--- src/rtl/serial_adder.sv ---
// Bit-serial adder: one full_adder step per clock, LSB first, carry held in a flop.
// Define SERIAL_ADDER_OVF_EN to add the signed-overflow output ovf.

module full_adder (
    input  logic a,
    input  logic b,
    input  logic c,
    output logic sum,
    output logic carry
);
    assign sum   = a ^ b ^ c;
    assign carry = (a & b) | (c & (a ^ b));
endmodule

module serial_adder #(
    parameter int WIDTH = 8
) (
    input  logic             clk,
    input  logic             rst_n,
    input  logic             start,
    input  logic [WIDTH-1:0] a,
    input  logic [WIDTH-1:0] b,
    input  logic             cin,
    output logic             busy,
    output logic             done,
    output logic [WIDTH-1:0] sum,
    output logic             cout
`ifdef SERIAL_ADDER_OVF_EN
    ,
    output logic             ovf
`endif
);
    localparam int            CW   = $clog2(WIDTH + 1);
    localparam logic [CW-1:0] LAST = CW'(WIDTH - 1);

    typedef enum logic [1:0] {IDLE, RUN, DONE} state_t;

    state_t           state, state_nxt;
    logic [WIDTH-1:0] a_sh, b_sh, s_sh;
    logic             c_q;
    logic [CW-1:0]    cnt;
    logic             fa_s, fa_co;
    logic             load, last;

    full_adder u_fa (
        .a    (a_sh[0]),
        .b    (b_sh[0]),
        .c    (c_q),
        .sum  (fa_s),
        .carry(fa_co)
    );

    // start is only honoured outside RUN, which also covers back-to-back from DONE
    assign load = start && (state != RUN);
    assign last = (state == RUN) && (cnt == LAST);

    always_ff @(posedge clk) begin
        if (!rst_n) begin
            state <= IDLE;
        end else begin
            state <= state_nxt;
        end
    end

    always_comb begin
        state_nxt = state;
        case (state)
            IDLE:    if (start) state_nxt = RUN;
            RUN:     if (last)  state_nxt = DONE;
            DONE:    state_nxt = start ? RUN : IDLE;
            default: state_nxt = IDLE;
        endcase
    end

    always_comb begin
        busy = (state == RUN);
        done = (state == DONE);
    end

    always_ff @(posedge clk) begin
        if (!rst_n) begin
            a_sh <= '0;
            b_sh <= '0;
            s_sh <= '0;
            c_q  <= 1'b0;
            cnt  <= '0;
            sum  <= '0;
            cout <= 1'b0;
`ifdef SERIAL_ADDER_OVF_EN
            ovf  <= 1'b0;
`endif
        end else if (load) begin
            a_sh <= a;
            b_sh <= b;
            s_sh <= '0;
            c_q  <= cin;
            cnt  <= '0;
        end else if (state == RUN) begin
            a_sh <= a_sh >> 1;
            b_sh <= b_sh >> 1;
            s_sh <= {fa_s, s_sh[WIDTH-1:1]};
            c_q  <= fa_co;
            cnt  <= cnt + CW'(1);
            // Result registers only move on the MSB step so they hold between completions
            if (last) begin
                sum  <= {fa_s, s_sh[WIDTH-1:1]};
                cout <= fa_co;
`ifdef SERIAL_ADDER_OVF_EN
                ovf  <= c_q ^ fa_co;
`endif
            end
        end
    end
endmodule

--- config.mk ---
export PLATFORM = sky130hd
export DESIGN_NAME = serial_adder
export DESIGN_NICKNAME = d
export VERILOG_FILES = /design/src/rtl/serial_adder.sv
export SDC_FILE = /design/constraint.sdc
export NUM_CORES = 1
export LEC_CHECK = 0
export ABC_AREA = 1
export CAP_MARGIN = 20
export CELL_PAD_IN_SITES_DETAIL_PLACEMENT = 0
export CELL_PAD_IN_SITES_GLOBAL_PLACEMENT = 1
export CORE_MARGIN = 5
export CORE_UTILIZATION = 33
export DETAILED_ROUTE_END_ITERATION = 16
export GPL_ROUTABILITY_DRIVEN = 0
export GPL_TIMING_DRIVEN = 0
export PLACE_DENSITY = 0.83
export SLEW_MARGIN = 20
export SYNTH_ARGS = -nofsm -noshare
export SYNTH_HDL_FRONTEND = slang
export SYNTH_SLANG_ARGS = --single-unit
--- constraint.sdc ---
create_clock -name clk -period 1.3 [get_ports clk]
set_clock_uncertainty 0.05 [all_clocks]
set_input_delay 0.39 -clock clk [delete_from_list [all_inputs] [get_ports clk]]
set_output_delay 0.39 -clock clk [all_outputs]
set_load 0.01 [all_outputs]
After elaboration in Yosys (flattened, before gate mapping) --
Index checks and enable logic that the tools add are counted.
Word-level totals: flip-flop bits (word level) 40, logic and storage cells 39, bits of input ports 20
Operators by class: bitwise logic cells 7, multiplexer cells 10, equality and inequality tests 6, add/sub/neg operators 1, reductions and logical operators 7
Operator list (number):
- $mux 8 | 4
- $pmux 2 s3 | 1
- $add 4x1->4 const B | 1
- $eq 4x3->1 const B | 1
- $mux 2 | 2
- $ne 2x1->1 const B | 2
- $mux 1 | 3
- $reduce_and 3->1 | 1
- $and 1x1->1 | 2
- $eq 2x1->1 const B | 1
- $eq 2x2->1 const B | 1
- $logic_and 1x1->1 | 2
- $logic_not 2->1 | 1
- $ne 2x2->1 const B | 1
- $not 1->1 | 2
- $reduce_and 2->1 | 1
- $reduce_bool 2->1 | 1
- $reduce_or 2->1 | 1
- $xor 1x1->1 | 2
- $or 1x1->1 | 1

Longest topological paths before layout --
word-level depth 5, gate-level depth with buffers 7

Hierarchy --
Synthesis repeated with hierarchy kept, for this count alone.
Unflattened totals: cells, all modules 250, area total of the unflattened synthesis 1798.0 um^2
Modules (own cells, without submodules):
- serial_adder | instances 1, cells each 249, area each 1778.0 um^2, seq. area each 780.7 um^2
- full_adder | instances 1, cells each 1, area each 20.0 um^2, seq. area each 0.0 um^2

Worst setup path before layout --
No wires, ideal clock.
path kind register to output, from reg state[0], to out busy, stages on the path, launching flop included 4, setup slack 0.089 ns, path buffers 1, data required time 0.860 ns, arrival 0.771 ns, path through dfxtp_1 -> inv_2 -> nor2_4 -> buf_6
On the way: longest elaborated chain between the ends 1
RTL lines:
- start, declared | RTL line 38 | state_t state, state_nxt;
- start signal, assigned | RTL line 61 | state <= state_nxt;
- $eq 2x1->1 | RTL line 76 | busy = (state == RUN);
- end, declared | RTL line 24 | output logic busy,
No other way between the ends.

Worst setup path after layout --
Same ends and word-level chain as after synthesis.

==> impl_metrics.yaml <==
run:
  drv_cap: 0
pwr:
  ir_drop_v: 0.000421
  leakage_uw: 0.00115
  cellPowerDensity_nw_per_um2: 1110
  swShare: 0.238
  p_int_uw: 2040
  clock_power_share: 0.390
  switchingPower_uw: 637
  share_comb_of_total_power: 0.139
  seqPwrFrac: 0.471
  power_uw: 2670
yosys:
  synthFlopType: "dfxtp_1"
  ys_async_sr_fraction: 0
  netlist_top_cells_count: "nand2_1, nand3_1, dfxtp_1"
  synthCells: 241
  ys_warn_count: 0
  postSynthAreaPerCell_um2: 7.27
  synth.top_cell.area_share: 0.445
  yosys.area.top_type: "dfxtp_1"
  synthTopCellsByArea: "dfxtp_1, nand2_1, nand3_1"
  yosysSeqAreaShare: 0.445
  ys_ff_latch: 39
  synth_cell_type_count: 20
  synth_area_um2: 1750
  synth.most_common_cell: "nand2_1"
  synth_edf_count: 0
  syn_nets: 263
layout:
  syn_to_final_growth_pct: 37.6
  antenna_cells: 0
  fin_area_um2: 2410
  layout-drive-gt1-share: 0.236
  nets: 313
drt:
  routedWlPerCell_um: 11.7
  drc: 0
  drtIter0Drc: 69
  firstDrtPassIters: 5
  dr_total_vias: 1666
  routed_wl_um: 4240
  vias_per_cell: 4.60
  ant_nets: 0
setup_path:
  path_max_fanout: 2
  crit_type: "register to primary output"
  crit_path_max_incr_delay_ns: 0.34
  slowest_stage: "dfxtp_2"
  path_delay_family: "flip-flops"
  cp_num_buf_inv: 3
  worstSetupEndpointType: "primary output"
  required_ns: 0.86
  critPathMostFrequentCell: "buf_6"
  r2r_slack_ns: 0.06
  start_kind: "register"
  arrival_ns: 0.98
  worstPathCellList: "inv_2 > nor2_4 > buf_6 > buf_6"
die:
  die_width_um: 82.9
  coreArea_um2: 5140
  dieArea_um2: 6870
  die_h_um: 82.9
  initial_core_util: 0.341
  pin_count: 31
  core.rowCount: 26
timing:
  fin_crit_sh: 1.10
  slew_headroom: 0.854
  rsz0062_at_grt: "true"
  final-max-slew-violation-count: 0
  hold_viol_final: 0
  setup_violations: 2
  layout_setup_ws_ns: -0.124
  max_freq_mhz: 702
  max_slew.worst_pin.slew_ns: 0.219
  fin_crit_ns: 1.42
run_status:
  violations: "setup timing"
  status: "finished, violations left"
place:
  place_area_um2: 2140
  port_buffers: 30
  dp_hpwl_um: 2770
clock_tree:
  clock_sinks: 39
  cts_hold_buf: 0
  clk_latency_ns: 0.29
  clockBufferDepth: 2
  htreeDepth: 2
  clkTransAtPathRegs_ns: 0.07
  cts-buffers-inserted: 5
  root_buffer: "clkbuf_8"
  cts_tree: "yes"
global_route:
  grt_pass1_vias: 1547
  overflow: 0
  grt_max_degree: 13
  grt_pass1_wl_um: 7230
  antenna_found_initial: 0
  grtUsageTotal: 0.126
hold_path:
  hold_path_class: "register to register"
[power by group through the flow]
stage               Clock, uW  Combinational [uW]  Sequential (uW)
global route             1110                 420             1260
detailed placement          0                 320             1290
CTS                      1070                 360             1260
floorplan                   0                 199             1280
global placement            0                 319             1290
finish                   1040                 372             1260
[worst paths after layout]
path | depth (start not counted) | startpoint | to
hold / removal | 2 | a_sh[7]$_SDFFE_PN0P_ | a_sh[7]$_SDFFE_PN0P_
setup / recovery | 4 | state[0]$_SDFFE_PN0P_ | busy
hold reg to reg | 2 | a_sh[7]$_SDFFE_PN0P_ | a_sh[7]$_SDFFE_PN0P_
setup reg to reg | 7 | cnt[1]$_SDFFE_PP0P_ | sum[1]$_SDFFE_PN0P_
[per-stage QoR]
step / TNS (ns) / utilization / hold WS, ns / std cells / worst slack [ns]
floorplan: 0 / - / 0.388 / 241 / 0.0890
global placement: -11.71 / 0.417 / 0.402 / 341 / -0.551
detailed placement: -11.96 / 0.417 / 0.409 / 341 / -0.552
CTS: -0.268 / 0.466 / 0.417 / 359 / -0.157
global route: -0.357 / 0.469 / 0.433 / 362 / -0.160
finish: -0.218 / 0.469 / 0.414 / 362 / -0.124
[state kept, by name, indices dropped and copies added, names as in the netlist]
name,flops
a_sh,8
b_sh,8
sum,8
s_sh,7
cnt,4
state,2
c_q,1
cout,1
[layout by cell type (no fill, tap or decap), types with 10 or more instances in the layout]
cell and count:
clkdlybuf4s50_1 17, buf_4 12, buf_6 11, nor2_1 13, dfxtp_1 29, inv_1 22, nand3_1 52, buf_2 10
nand2_1 70, dfxtp_2 10, a21oi_1 10
[cells by family (layout without fill, tap and decap cells)]
kind of cell / count (synthesis) / after routing / share of synthesized area
XOR/XNOR: 1 / 1 / 0.00500
buffers and inverters: 38 / 88 / 0.103
AO/OA/AOI/OAI: 13 / 13 / 0.0407
flip-flops: 39 / 39 / 0.445
AND/OR/NAND/NOR: 148 / 149 / 0.387
adder cells (fa/ha/maj): 2 / 2 / 0.0186
[final cells by class]
type,instances,area [um^2]
inverters,26,100
flip-flops and latches,39,793
well taps,70,87.6
repair buffers,42,362
clock buffers,6,82.6
multi-input cells,165,828
fillers,550,2730
plain buffers,12,124
clock inverters,2,35.0
[metal layers]
metal / wire length (um) / track usage
met1: 2010 / 0.162
met2: 1970 / 0.200
met3: 184 / 0.0327
met4: 79 / 0.0535
met5: 0 / 0
[tightest hold or removal path, stage by stage, from the launching register on]
cell	delay (ns)
dfxtp_1	0.31
nand2_1	0.06
a21oi_1	0.05
[what timing repair did]
| action | in CTS | in global routing |
|---|---|---|
| resized for setup | 60 | 24 |
| buffers inserted | 9 | 3 |
| cloned | 1 | 1 |
| pin swaps | 4 | 7 |
| setup endpoints to repair | 48 | 46 |
Power figures use the tool's default switching activity.
==> RTL edit 1, RTL diff (same flow settings) <==
The parameter `WIDTH` goes from 8 to 16.
--- a/src/rtl/serial_adder.sv
+++ b/src/rtl/serial_adder.sv
@@ -13,7 +13,7 @@
 endmodule
 
 module serial_adder #(
-    parameter int WIDTH = 8
+    parameter int WIDTH = 16
 ) (
     input  logic             clk,
     input  logic             rst_n,
Ports: changed (resized a, b and sum); port bits go from 31 to 55. No check against the original RTL was run, so the function may have changed too.
==> RTL edit 1 against the original RTL <==
- the run still ends with setup timing left
- final area grew 80%
- setup slack worse by 0.096 ns
- total power grew 84%
- sequential cell count grew 33
- non-clock buffer count rose by 44
- via count grew 79%
- sequential share of layout area increased by 0.85 points
- wire length rose by 92%
- synthesized area grew 79%
- register-to-register slack worse by 0.28 ns
- largest cell class unchanged
- largest power group unchanged
==> RTL edit 1: results (changes against the original RTL) <==
Status
  • Status: complete, but fails checks (unchanged)
  • Failing checks: setup timing (unchanged)

CTS
  • Root buf cell: clkbuf_8 (unchanged)
  • Number of H-tree levels: 3 (was 2)
  • Clock edge transition at the registers on the reported setup and hold paths: around 0.08 ns
  • TritonCTS Buffers: 9 (was 5)
  • Maximum clock path buffer count: 2 (unchanged)
  • Clock latency of the later-clocked register in the worst-skew pair: 0.34 ns (was 0.29 ns)

Logic synthesis
  • Cell taking the most area after synthesis: dfxtp_1 (unchanged)
  • Share of flip-flops with an asynchronous set or reset after synthesis: 0% (unchanged)
  • Cell types with the highest counts after synthesis: nand2_1 (135), nand3_1 (113), dfxtp_1 (72) (was nand2_1 (71), nand3_1 (52), dfxtp_1 (39))
  • Yosys top cell area share: 46.0% (was 44.5%)
  • Leading cell types by total area after synthesis: dfxtp_1 (46%), nand3_1 (18%), nand2_1 (16%) (was dfxtp_1 (45%), nand2_1 (15%), nand3_1 (15%))
  • Share of synthesized area occupied by flip-flops and latches: 46.0% (was 44.5%)
  • Number of synthesis warnings: 0 (unchanged)
  • Synthesized area divided by synthesized cell count: 7.26 µm² (was 7.27 µm²)
  • Count of different cell masters after synthesis: 22 (was 20)
  • Synthesized Nets: 471 (was 263)

Finish
  • Count of fill cells added during filler insertion: 925 (was 550)
  • Ratio of cells with drive above 1 in the final layout: 26.4% (was 23.6%)
  • Number of diodes added for antenna fixing: 0 (unchanged)
  • Nets: 551 (was 313)
  • Registers with the most flip-flops: a_sh x16, b_sh x16, sum x16 (was a_sh x8, b_sh x8, sum x8)

Global routing
  • Pin count of the biggest net entering global routing: 13 (unchanged)
  • Global-route usage over all layers: 14.1% (was 12.6%)
  • First-pass GRT wire length: 13200 µm (was 7230 µm)
  • Initial antenna violation count: 0 (unchanged)
  • Number of global-route vias before repair: 2837 (was 1547)

STA
  • Final-layout setup total negative slack: -3.80 ns (was -0.218 ns)
  • Final worst-path setup slack: -0.220 ns (was -0.124 ns)
  • Normalized max-slew margin: 63.7% (was 85.4%)
  • Count of final setup violators: 22 (was 2)

Placed design
  • Placed cell areas: 0.00385 mm² (was 0.00214 mm²)
  • DP Wirelength: 5370 µm (was 2770 µm)
  • Number of buffers added on ports: 53 (was 30)
  • Cell Count Post-Placement: 614 (was 341)

Route
  • Number of vias after detailed routing: 2978 (was 1666)
  • First-pass iteration count of the detailed router: 4 (was 5)
  • Initial DRC Count: 56 (was 69)
  • Routed vias/inst: 4.62 (was 4.60)
  • Wire per inst: 12.6 µm (was 11.7 µm)

Power
  • Static leakage power: 0.00205 µW (was 0.00115 µW)
  • Maximum vdd drop: 0.000464 V (was 0.000421 V)
  • Power per unit of standard cell area: 1130 mW/mm² (was 1110 mW/mm²)

Hold path
  • Path class of the lowest-slack min-delay path: reg2reg (unchanged)

Worst setup path
  • Top fanout value on the critical path: 6 (was 2)
  • Arrival @ worst endpoint: 1.75 ns (was 0.98 ns)
[RTL edit 1: changes by cell type after synthesis, sizes merged, moves of 5 or more]
| cell | delta |
|---|---|
| a21oi | +8 |
| inv | +15 |
| dfxtp | +33 |
| buf | +16 |
| nand3 | +60 |
| nand3b | -5 |
| nand2 | +63 |
[RTL edit 1: final timing paths]
check / from / endpoint / slack [ns] / cells past startpoint
worst max-delay path: cnt[0]$_SDFFE_PP0P_ / sum[4]$_SDFFE_PN0P_ / -0.22 / 11
worst min-delay path: s_sh[9]$_SDFFE_PP0P_ / sum[8]$_SDFFE_PN0P_ / 0.41 / 2
worst max register to register: cnt[0]$_SDFFE_PP0P_ / sum[4]$_SDFFE_PN0P_ / -0.22 / 11
worst min register to register: s_sh[9]$_SDFFE_PP0P_ / sum[8]$_SDFFE_PN0P_ / 0.41 / 2
[RTL edit 1: timing repair]
action,4_1_cts,5_1_grt
endpoints found under the setup margin,68,74
gates cloned,1,1
resized for setup,101,60
endpoints found under the hold margin,0,0
buffers inserted,8,7
pin swaps,1,11
[RTL edit 1: area by class of cell]
class                   count  area [µm²]  area share (%)
repair buffers             69         604            13.9
flip-flops and latches     72        1470            33.7
inverters                  41         169            3.88
well taps                 129         161            3.71
clock inverters             5        82.6            1.90
plain buffers              29         259            5.95
clock buffers              10         128            2.93
multi-input cells         290        1480            34.0
[RTL edit 1: through the flow]
stage          hold WS, ns  utilization (%)  setup slack [ns]
2_1_floorplan        0.388                -           -0.0767
3_3_place_gp         0.405             41.6            -0.717
3_5_place_dp         0.406             41.6            -0.711
4_1_cts              0.409             44.4            -0.209
5_1_grt              0.434             47.1            -0.306
6_report             0.411             47.1            -0.220
[RTL edit 1: per-layer routing]
metal  up-vias  wire length, µm  global-route usage [%]
li1       1537                -                       -
met1      1354             3710                    18.4
met2        73             3870                    22.8
met3        14              394                    3.12
met4         0              161                    5.41
met5         -                0                       0
[RTL edit 1: kinds of logic after synthesis]
logic type      share of synthesized area (%)
simple gates                             36.7
flops                                    46.0
buf+inv                                  11.3
compound gates                           4.31
fa+ha+maj                                1.44
xor+xnor                                0.279
[RTL edit 1: worst max-delay path: stages, from the launching register on]
cell	delay, ns
dfxtp_4	0.37
ha_4	0.13
inv_2	0.04
nor2_2	0.07
ha_2	0.17
inv_2	0.05
nor2_4	0.16
nand2_2	0.08
inv_4	0.10
buf_4	0.12
nand2_2	0.05
nand2_2	0.07
[RTL edit 1: report_power, final]
group | leakage [µW] | switching (µW) | total (µW) | internal [µW]
clock | 0.000106 | 827 | 1900 | 1070
sequential | 0.000594 | 45.2 | 2320 | 2270
combinational | 0.00135 | 354 | 686 | 331
==> RTL edit 2, RTL diff (config.mk and constraints unchanged) <==
Without the edit above. Register the inputs `start`, `a`, `b` and `cin` before use. The logic sees them one clock later.
--- a/src/rtl/serial_adder.sv
+++ b/src/rtl/serial_adder.sv
@@ -35,6 +35,18 @@
 
     typedef enum logic [1:0] {IDLE, RUN, DONE} state_t;
 
+    logic start_q;
+    logic [WIDTH-1:0] a_q;
+    logic [WIDTH-1:0] b_q;
+    logic cin_q;
+
+    always_ff @(posedge clk) begin
+        start_q <= start;
+        a_q     <= a;
+        b_q     <= b;
+        cin_q   <= cin;
+    end
+
     state_t           state, state_nxt;
     logic [WIDTH-1:0] a_sh, b_sh, s_sh;
     logic             c_q;
@@ -51,7 +63,7 @@
     );
 
     // start is only honoured outside RUN, which also covers back-to-back from DONE
-    assign load = start && (state != RUN);
+    assign load = start_q && (state != RUN);
     assign last = (state == RUN) && (cnt == LAST);
 
     always_ff @(posedge clk) begin
@@ -65,9 +77,9 @@
     always_comb begin
         state_nxt = state;
         case (state)
-            IDLE:    if (start) state_nxt = RUN;
+            IDLE:    if (start_q) state_nxt = RUN;
             RUN:     if (last)  state_nxt = DONE;
-            DONE:    state_nxt = start ? RUN : IDLE;
+            DONE:    state_nxt = start_q ? RUN : IDLE;
             default: state_nxt = IDLE;
         endcase
     end
@@ -90,10 +102,10 @@
             ovf  <= 1'b0;
 `endif
         end else if (load) begin
-            a_sh <= a;
-            b_sh <= b;
+            a_sh <= a_q;
+            b_sh <= b_q;
             s_sh <= '0;
-            c_q  <= cin;
+            c_q  <= cin_q;
             cnt  <= '0;
         end else if (state == RUN) begin
             a_sh <= a_sh >> 1;
Check against the original RTL: not equivalent (Yosys sat finds a counterexample within 4 cycles, from zero or initial values and one cycle with rst_n low).
==> RTL edit 2 against the original RTL <==
- the flow still finishes with violations (setup timing)
- first-iteration DRC count is 78% higher
- core utilization shrank 3.7 points
- count of clock-buffer cells in the layout up 5
- setup slack got worse by 0.089 ns
- sequential cell count increased by 18
- synthesized area is 27% higher
- final area increased by 20%
- total power up 53%
- cell count up 6.9%
- die area is 23% higher
- wire length grew 11%
- critical path type unchanged
==> RTL edit 2: results (changes against the original RTL) <==
Status
  • Status: complete, but fails checks (unchanged)
  • Failing checks: setup timing (unchanged)

Power
  • Static leakage power: 0.00135 µW (was 0.00115 µW)
  • Maximum vdd drop: 0.000640 V (was 0.000421 V)

Logic synthesis
  • Post-Synthesis Cells: 256 (was 241)
  • Compound-Gate Fraction of Synth Area: 3.71% (was 4.07%)
  • Cell types with the highest counts after synthesis: nand2_1 (66), dfxtp_1 (57), nand3_1 (49) (was nand2_1 (71), nand3_1 (52), dfxtp_1 (39))

CTS
  • Number of H-tree levels: 3 (was 2)
  • Clock latency of the later-clocked register in the worst-skew pair: 0.34 ns (was 0.29 ns)
  • Count of instances resized after the clock tree is built: 58 (was 60)
  • TritonCTS Buffers: 9 (was 5)

Global routing
  • GR Util met3: 4.02% (was 3.27%)
  • Global-route usage over all layers: 12.6% (about the same)
  • Pin count of the biggest net entering global routing: 11 (was 13)
  • Grt met2 use: 19.0% (was 20.0%)

STA
  • Final worst-path setup slack: -0.212 ns (was -0.124 ns)
  • Count of final setup violators: 2 (unchanged)
  • Final-layout setup total negative slack: -0.407 ns (was -0.218 ns)
  • Transition at the pin with the smallest max-transition slack: 0.592 ns (was 0.219 ns)

Route
  • Number of vias after detailed routing: 1748 (was 1666)

Worst setup path
  • Top fanout value on the critical path: 3 (was 2)
  • Endpoint of the most critical register-to-register path: sum[7]$_SDFFE_PN0P_ (was sum[1]$_SDFFE_PN0P_)
  • Cell at the slowest stage of the critical path: dfxtp_4 (was dfxtp_2)

Finish
  • Count of fill cells added during filler insertion: 677 (was 550)
  • Nets: 324 (was 313)

Placed design
  • DP Wirelength: 3050 µm (was 2770 µm)

Hold path
  • Path class of the lowest-slack min-delay path: in2reg (was reg2reg)
-- RTL edit 2: cell types whose count changed after synthesis, sizes merged --
cell | unedited run | this run
nand3b | 5 | 0
buf | 12 | 8
o21a | 1 | 0
clkbuf | 0 | 5
nand2 | 73 | 77
dfxtp | 39 | 57
nor2 | 17 | 13
inv | 26 | 23
nand3 | 53 | 58
-- RTL edit 2: final cells by class --
| type | count | area (µm²) | area share [%] |
|---|---|---|---|
| Buffer | 12 | 133 | 4.60 |
| Clock buffer | 11 | 151 | 5.25 |
| Multi-Input combinational cell | 165 | 902 | 31.3 |
| Clock inverter | 5 | 77.6 | 2.69 |
| Tap cell | 80 | 100 | 3.47 |
| Timing Repair Buffer | 34 | 279 | 9.67 |
| Sequential cell | 57 | 1160 | 40.1 |
| Inverter | 23 | 86.3 | 2.99 |
-- RTL edit 2: worst min-delay path by stage --
| stage | startpoint | end | slack [ns] | cells after the start |
|---|---|---|---|---|
| 2_1_floorplan | a[0] | a_q[0]$_DFF_P_ | 0.37 | 0 |
| 3_3_place_gp | b_sh[7]$_SDFFE_PN0P_ | b_sh[7]$_SDFFE_PN0P_ | 0.40 | 2 |
| 3_5_place_dp | s_sh[3]$_SDFFE_PP0N_ | sum[2]$_SDFFE_PN0P_ | 0.41 | 2 |
| 4_1_cts | rst_n | sum[1]$_SDFFE_PN0P_ | 0.28 | 3 |
| 5_1_grt | rst_n | sum[2]$_SDFFE_PN0P_ | 0.29 | 3 |
| 6_report | rst_n | sum[1]$_SDFFE_PN0P_ | 0.30 | 3 |
-- RTL edit 2: tightest hold or removal path, cell delays in order --
cell and delay (ns):
buf_4 0.14, nand3_1 0.08, nand2_1 0.06
-- RTL edit 2: power by group --
group	total, µW	switching [µW]	internal, µW
sequential	1850	37.0	1810
clock	1870	694	1180
combinational	378	198	180
total	4100	929	3170
